**src/rtl/ks_adder_pipe_if.sv**
```systemverilog
// Streaming handshake bundle for ks_adder_pipe: operand side plus result side.
// The ovf member exists only when KS_ADDER_PIPE_OVF_EN is defined.
interface ks_adder_pipe_if #(
  parameter int WIDTH = 64
);
  logic             in_valid;
  logic             in_ready;
  logic [WIDTH-1:0] a;
  logic [WIDTH-1:0] b;
  logic             cin;
  logic             out_valid;
  logic             out_ready;
  logic [WIDTH-1:0] sum;
  logic             cout;
  logic [WIDTH-1:0] carry;
`ifdef KS_ADDER_PIPE_OVF_EN
  logic             ovf;
`endif

  modport master (
    output in_valid, a, b, cin, out_ready,
    input  in_ready, out_valid, sum, cout, carry
`ifdef KS_ADDER_PIPE_OVF_EN
    , input ovf
`endif
  );

  modport slave (
    input  in_valid, a, b, cin, out_ready,
    output in_ready, out_valid, sum, cout, carry
`ifdef KS_ADDER_PIPE_OVF_EN
    , output ovf
`endif
  );
endinterface

```
**src/rtl/ks_adder_pipe.sv**
```systemverilog
// Pipelined Kogge-Stone adder with valid/ready flow control and per-bit carry export.
// Define KS_ADDER_PIPE_OVF_EN to add the registered signed-overflow output bus.ovf.
module ks_adder_pipe #(
  parameter int WIDTH       = 64,
  parameter int PIPE_STAGES = 2
) (
  input  logic          clk,
  input  logic          rst_n,
  ks_adder_pipe_if.slave bus
);
  localparam int LV = $clog2(WIDTH);

  // Applies prefix levels lo+1..hi to (g,p); returns the group-propagate or group-generate.
  function automatic logic [WIDTH-1:0] ks_span(input logic [WIDTH-1:0] g_in,
                                               input logic [WIDTH-1:0] p_in,
                                               input int lo, input int hi,
                                               input logic want_p);
    logic [WIDTH-1:0] g;
    logic [WIDTH-1:0] p;
    g = g_in;
    p = p_in;
    for (int l = 1; l <= LV; l++) begin
      if (l > lo && l <= hi) begin
        // Descending index so lower bits still hold the previous level when read.
        for (int j = WIDTH - 1; j >= 0; j--) begin
          if (j >= (1 << (l - 1))) begin
            g[j] = g[j] | (p[j] & g[j - (1 << (l - 1))]);
            p[j] = p[j] & p[j - (1 << (l - 1))];
          end
        end
      end
    end
    return want_p ? p : g;
  endfunction

  logic [PIPE_STAGES-1:0] v_reg;
  logic [PIPE_STAGES-1:0] up_v;
  logic [PIPE_STAGES:0]   load;
  logic [WIDTH-1:0]       sum_reg;
  logic [WIDTH-1:0]       carry_reg;
`ifdef KS_ADDER_PIPE_OVF_EN
  logic                   ovf_reg;
`endif

  // Load chain: a rank accepts when empty or when its successor drains it.
  always_comb begin
    load = '0;
    load[PIPE_STAGES] = bus.out_ready;
    for (int r = PIPE_STAGES - 1; r >= 0; r--) begin
      load[r] = !v_reg[r] || load[r + 1];
    end
  end

  always_comb begin
    up_v = '0;
    up_v[0] = bus.in_valid;
    for (int r = 1; r < PIPE_STAGES; r++) begin
      up_v[r] = v_reg[r - 1];
    end
  end

  always_ff @(posedge clk) begin
    if (!rst_n) begin
      v_reg <= '0;
    end else begin
      for (int r = 0; r < PIPE_STAGES; r++) begin
        if (load[r]) v_reg[r] <= up_v[r];
      end
    end
  end

  genvar gi;
  for (gi = 0; gi < PIPE_STAGES; gi++) begin : g_rank
    localparam int LO = (gi * LV) / PIPE_STAGES;
    localparam int HI = ((gi + 1) * LV) / PIPE_STAGES;
    logic [WIDTH-1:0] src_g;
    logic [WIDTH-1:0] src_p;
    logic [WIDTH-1:0] src_p0;
    logic             src_ci;

    if (gi == 0) begin : g_src
      // cin is merged into bit 0's generate so WIDTH elements suffice for LV levels.
      assign src_p0 = bus.a ^ bus.b;
      assign src_p  = src_p0;
      assign src_g  = (bus.a & bus.b) | {{(WIDTH-1){1'b0}}, src_p0[0] & bus.cin};
      assign src_ci = bus.cin;
    end else begin : g_src
      assign src_g  = g_rank[gi-1].g_mid.g_reg;
      assign src_p  = g_rank[gi-1].g_mid.p_reg;
      assign src_p0 = g_rank[gi-1].g_mid.p0_reg;
      assign src_ci = g_rank[gi-1].g_mid.ci_reg;
    end

    if (gi < PIPE_STAGES - 1) begin : g_mid
      logic [WIDTH-1:0] g_reg;
      logic [WIDTH-1:0] p_reg;
      logic [WIDTH-1:0] p0_reg;
      logic             ci_reg;
      always_ff @(posedge clk) begin
        if (load[gi]) begin
          g_reg  <= ks_span(src_g, src_p, LO, HI, 1'b0);
          p_reg  <= ks_span(src_g, src_p, LO, HI, 1'b1);
          p0_reg <= src_p0;
          ci_reg <= src_ci;
        end
      end
    end else begin : g_out
      logic [WIDTH-1:0] c_fin;
      assign c_fin = ks_span(src_g, src_p, LO, LV, 1'b0);
      always_ff @(posedge clk) begin
        if (!rst_n) begin
          sum_reg   <= '0;
          carry_reg <= '0;
`ifdef KS_ADDER_PIPE_OVF_EN
          ovf_reg   <= 1'b0;
`endif
        end else if (load[gi]) begin
          sum_reg   <= src_p0 ^ {c_fin[WIDTH-2:0], src_ci};
          carry_reg <= c_fin;
`ifdef KS_ADDER_PIPE_OVF_EN
          ovf_reg   <= c_fin[WIDTH-2] ^ c_fin[WIDTH-1];
`endif
        end
      end
    end
  end

  assign bus.in_ready  = load[0];
  assign bus.out_valid = v_reg[PIPE_STAGES-1];
  assign bus.sum       = sum_reg;
  assign bus.carry     = carry_reg;
  assign bus.cout      = carry_reg[WIDTH-1];
`ifdef KS_ADDER_PIPE_OVF_EN
  assign bus.ovf       = ovf_reg;
`endif
endmodule

```
**src/flat_wrapper.sv**
```systemverilog
// flat-port wrapper written by rule: the top's interface ports become plain ports
module ks_adder_pipe_flat 
#(
  parameter int WIDTH       = 64,
  parameter int PIPE_STAGES = 2
)
  (clk, rst_n, bus_in_valid, bus_a, bus_b, bus_cin, bus_out_ready, bus_in_ready, bus_out_valid, bus_sum, bus_cout, bus_carry);
  ks_adder_pipe_if #(.WIDTH(WIDTH)) bus_i ();
  input  logic clk;
  input  logic rst_n;
  input wire logic [$bits(bus_i.in_valid)-1:0] bus_in_valid;
  input wire logic [$bits(bus_i.a)-1:0] bus_a;
  input wire logic [$bits(bus_i.b)-1:0] bus_b;
  input wire logic [$bits(bus_i.cin)-1:0] bus_cin;
  input wire logic [$bits(bus_i.out_ready)-1:0] bus_out_ready;
  output wire logic [$bits(bus_i.in_ready)-1:0] bus_in_ready;
  output wire logic [$bits(bus_i.out_valid)-1:0] bus_out_valid;
  output wire logic [$bits(bus_i.sum)-1:0] bus_sum;
  output wire logic [$bits(bus_i.cout)-1:0] bus_cout;
  output wire logic [$bits(bus_i.carry)-1:0] bus_carry;
  assign bus_i.in_valid = bus_in_valid;
  assign bus_i.a = bus_a;
  assign bus_i.b = bus_b;
  assign bus_i.cin = bus_cin;
  assign bus_i.out_ready = bus_out_ready;
  assign bus_in_ready = bus_i.in_ready;
  assign bus_out_valid = bus_i.out_valid;
  assign bus_sum = bus_i.sum;
  assign bus_cout = bus_i.cout;
  assign bus_carry = bus_i.carry;
  ks_adder_pipe #(.WIDTH(WIDTH), .PIPE_STAGES(PIPE_STAGES)) u_core (.clk(clk), .rst_n(rst_n), .bus(bus_i));
endmodule
```
**config.mk**
```make
export PLATFORM = sky130hd
export DESIGN_NAME = ks_adder_pipe_flat
export DESIGN_NICKNAME = d
export VERILOG_FILES = /design/src/rtl/ks_adder_pipe_if.sv /design/src/rtl/ks_adder_pipe.sv /design/src/flat_wrapper.sv
export SDC_FILE = /design/constraint.sdc
export NUM_CORES = 1
export LEC_CHECK = 0
export CAP_MARGIN = 40
export CORE_UTILIZATION = 45
export CTS_BUF_LIST = sky130_fd_sc_hd__clkbuf_16
export CTS_CLUSTER_SIZE = 24
export DETAILED_ROUTE_END_ITERATION = 6
export HOLD_SLACK_MARGIN = 0.03
export PLACE_DENSITY_LB_ADDON = 0.2
export REMOVE_ABC_BUFFERS = 1
export SLEW_MARGIN = 0
export SYNTH_ARGS = -nofsm -noshare
export SYNTH_HDL_FRONTEND = slang
export SYNTH_SLANG_ARGS = --single-unit
```
**constraint.sdc**
```tcl
create_clock -name clk -period 16 [get_ports clk]
set_input_delay 4.8 -clock clk [delete_from_list [all_inputs] [get_ports clk]]
set_output_delay 4.8 -clock clk [all_outputs]
set_load 0.02 [all_outputs]
```
# After elaboration in Yosys (flattened, before gate mapping)
# Index checks and enable logic that the tools add are counted.
[classes] bitwise_logic=912 reduce_logical=4 mux=4
[ops] cell="$and 1x1->1" n=587
[ops] cell="$or 1x1->1" n=321
[ops] cell="$xor 64x64->64" n=2
[ops] cell="$mux 63" n=2
[ops] cell="$mux 62" n=2
[ops] cell="$and 64x64->64" n=1
[ops] cell="$or 64x1->64" n=1
[ops] cell="$logic_not 1->1" n=2
[ops] cell="$logic_or 1x1->1" n=2
[word_totals] in_bits=133 output_inout_bits=131 reg_bits=323 word_cells=928

# Depth between registers and ports, before layout
[depth] word_depth=11 ltp_mapped=7 depth_no_buf=6

# Worst setup path before layout
# No wires, ideal clock.
[synth_timing] kind="input -> output" from="in bus_out_ready" to="out bus_in_ready" t_arrival_ps=9197 n_path_buf=2 cell_stages=4 setup_slack_ps=2003 path_cell_list="nor2b_1 -> buf_2 -> clkbuf_1 -> nand2_1"
[synth_via] elab_chain_cells=2
[synth_rtl] element="from (decl)" line="flat_wrapper.sv:15" text="input wire logic [$bits(bus_i.out_ready)-1:0] bus_out_ready;"
[synth_rtl] element="$logic_or 1x1->1 (2 in series)" line="ks_adder_pipe.sv:50" text="load[r] = !v_reg[r] || load[r + 1];"
[synth_rtl] element="to (decl)" line="flat_wrapper.sv:16" text="output wire logic [$bits(bus_i.in_ready)-1:0] bus_in_ready;"
# Every way passes these cells.

# Worst setup path in the final report
# Ends and elaborated chain as after synthesis.

==> flow_summary.toml <==
[placed_design]
numPortBuffers = 263
placed_cell_area_mm2 = 0.0176
gp_congestion = 0.961
hpwlAfterDp_um = 32700

[logic_synthesis]
syn_inst = 1318
synth-main-ff-cell = "edfxtp_1"
yosysWarningCount = 0
syn_area_per_cell_um2 = 11.0
synthTopCellsByArea = "edfxtp_1, dfxtp_1, ha_1"
synth_top_area_frac = 0.382
synth.ff_latch_count = 315
yosysSeqAreaShare = 0.561
netlist_area_mm2 = 0.0145
synth_edf_count = 185
synth_common_cells = "edfxtp_1, dfxtp_1, nand2_1, a21oi_1, o21ai_0"
post-synth-top-count-cell = "edfxtp_1"
synth_top_area_cell = "edfxtp_1"
synthArstFlopShare = 0
synth.distinct_cells = 44

[clocking]
clock_sinks = 315
ctsHoldBuffers = 0
cts_buffer_depth = 3
cts_repair_resize_count = 0
clock_latency_ns = 0.51
cts_tree = "yes"
cts_root_buf = "clkbuf_16"
clk_pin_slew_worst_paths_ns = 0.06
htreeDepth = 2
postCtsSetupRepairBufs = 0
cts_made_buffers = 35

[critical_path]
reg2reg_depth = 6
worstPathRequired_ns = 11.20
worstPathArrival_ns = 6.39
max_stage_delay_ns = 0.55
start_kind = "input pin"
slowest_stage = "clkdlybuf4s50_1"
path_cells = "clkdlybuf4s50_1, nor2b_4, buf_4, nand2_4, clkdlybuf4s50_1"
critPathLaunch = "bus_out_ready"
reg2reg_slack_ns = 13.44
critPathTopFamily = "buffers and inverters"
crit_fanout = 36
crit_top_cell = "clkdlybuf4s50_1"
path_buf_inv = 3
crit_type = "input pin to output port"
reg2reg_to = "u_core.bus.sum[36]$_SDFFE_PN0P_"
worstReg2RegStart = "u_core.v_reg[1]$_SDFFE_PN0P_"
endpoint_kind = "output port"

[worst_hold_path]
hold_depth = 2
min_path_type = "flop to flop"
worstHoldEndpoint = "u_core.bus.sum[57]$_SDFFE_PN0P_"
worstHoldStart = "u_core.bus.sum[57]$_SDFFE_PN0P_"

[power_and_ir_drop]
finalPower_uw = 2220
peakVddDrop_uv = 93.2
cellLeakagePower_uw = 0.00790
power_per_cell_area_mw_per_mm2 = 119

[drt]
routedWlPerCell_um = 21.8
routed_via_density = 5.70
routed_wl_um = 43800
vias = 11414
drcViolationCount = 0
top_layer_used = "met4"
wl_met1_um = 20500
drt_iter0_markers = 732
wl_met2_um = 19500
ant_nets = 0
dr.pass1.iters = 5
wl_met3_um = 2630

[floorplanning]
design.die.area_mm2 = 0.0330
ios = 264
die_y_um = 182
row_count = 65
coreArea_mm2 = 0.0316
start_util = 0.460
fp.dieW_um = 182

[finish]
syn2layout_area_growth_pct = 28.5
drive_gt1_frac = 0.0488
post-route-util = 0.591
fin_area_mm2 = 0.0187
final_nets = 1771

[sta]
max_slew_margin = 0.184
maxSlewViolCount = 0
hold_violations = 0
rsz0062_at_grt = "no"
finalSetupViolCount = 0
finClkSkew_ns = 0.00986
fin_crit_ns = 11.19
fin_crit_sh = 0.700
worst_pin_slew_ns = 1.22
fmax_mhz = 89.3

[outcome]
status = "complete, no violations"

[global_route]
grt_usage = 0.264
grt_max_degree = 186
grt_first_pass_wirelength_um = 65500
grt-ovfl-total = 0
grt_antenna_before_repair = 2
grt_pass1_vias = 11077

[flow_run]
cap_viol_max_count = 0
## through the flow
stage / setup TNS, ns / setup WS [ns] / hold slack, ns / std cells
floorplan: -1.12 / -1.12 / 0.463 / 1267
global placement: 0 / 4.81 / 0.436 / 1939
detailed placement: 0 / 4.79 / 0.442 / 1939
CTS: 0 / 4.78 / 0.450 / 2002
global route: 0 / 4.74 / 0.477 / 2004
finish: 0 / 4.81 / 0.443 / 2004
## where the power goes
group	switching [uW]	internal, uW	leakage [uW]
combinational	248	199	0.00418
sequential	50.6	948	0.00315
clock	325	453	0.000564
total	623	1600	0.00790
## worst reg2reg max path, cell delays in order, from the launching register on
cell and delay, ns:
dfxtp_1 0.34, nand2b_4 0.31, buf_4 0.61, buf_4 0.70, and4b_1 0.34, a31oi_1 0.05
o211ai_1 0.13
## worst max path at each step
stage / depth (start not counted) / to
after global placement: 5 / bus_in_ready
final: 5 / bus_in_ready
after CTS: 5 / bus_in_ready
after detailed placement: 5 / bus_in_ready
after floorplan: 2 / bus_in_ready
after global routing: 5 / bus_in_ready
## routing by layer
layer | vias to the layer above | GRT usage
met4 | 0 | 0.0810
met5 | - | 0
met2 | 341 | 0.402
met3 | 65 | 0.0413
li1 | 5481 | -
met1 | 5527 | 0.384
## layout make-up
| class | count | area [um2] |
|---|---|---|
| tap | 402 | 503 |
| antenna | 2 | 5.00 |
| fill | 2727 | 13000 |
| timing repair buffer | 270 | 2700 |
| sequential | 315 | 8160 |
| inverter | 33 | 124 |
| clock inverter | 26 | 186 |
| multi-input combinational | 919 | 6090 |
| clock buffer | 37 | 926 |
## kinds of logic after synthesis
family / synth area share
adders and majority gates: 0.0551
xor gates and xnor gates: 0.0283
and+or+nand+nor: 0.124
AOI/OAI and AO/OA: 0.209
DFF: 0.561
buffers and inverters: 0.0221
## layout by cell type, fill, tap and decap left out, types with 7 or more instances in the layout
| master | instances |
|---|---|
| nor2b_1 | 8 |
| a21o_1 | 84 |
| clkdlybuf4s50_1 | 262 |
| dfxtp_1 | 130 |
| a211o_1 | 7 |
| and4b_1 | 7 |
| and4_1 | 8 |
| a41oi_2 | 7 |
| clkbuf_16 | 37 |
| a21oi_1 | 104 |
| o21ai_0 | 103 |
| nand2b_1 | 7 |
| nand4b_1 | 14 |
| a31oi_1 | 10 |
| o211ai_1 | 7 |
| nor3_1 | 22 |
| clkinv_2 | 8 |
| inv_1 | 36 |
| nand4_1 | 52 |
| ha_1 | 64 |
| a21boi_0 | 11 |
| clkinv_1 | 7 |
| o21ai_1 | 14 |
| a2111o_1 | 7 |
| a31oi_2 | 7 |
| nand3_1 | 14 |
| nor3b_1 | 8 |
| edfxtp_1 | 185 |
| buf_4 | 7 |
| o21a_1 | 8 |
| xor2_1 | 37 |
| and2_1 | 21 |
| o211a_1 | 35 |
| nand2_1 | 119 |
| nor2_1 | 72 |
| a211oi_1 | 7 |
| xnor2_1 | 10 |
| o21bai_1 | 33 |
No activity file was read; power rests on OpenSTA's default activity.
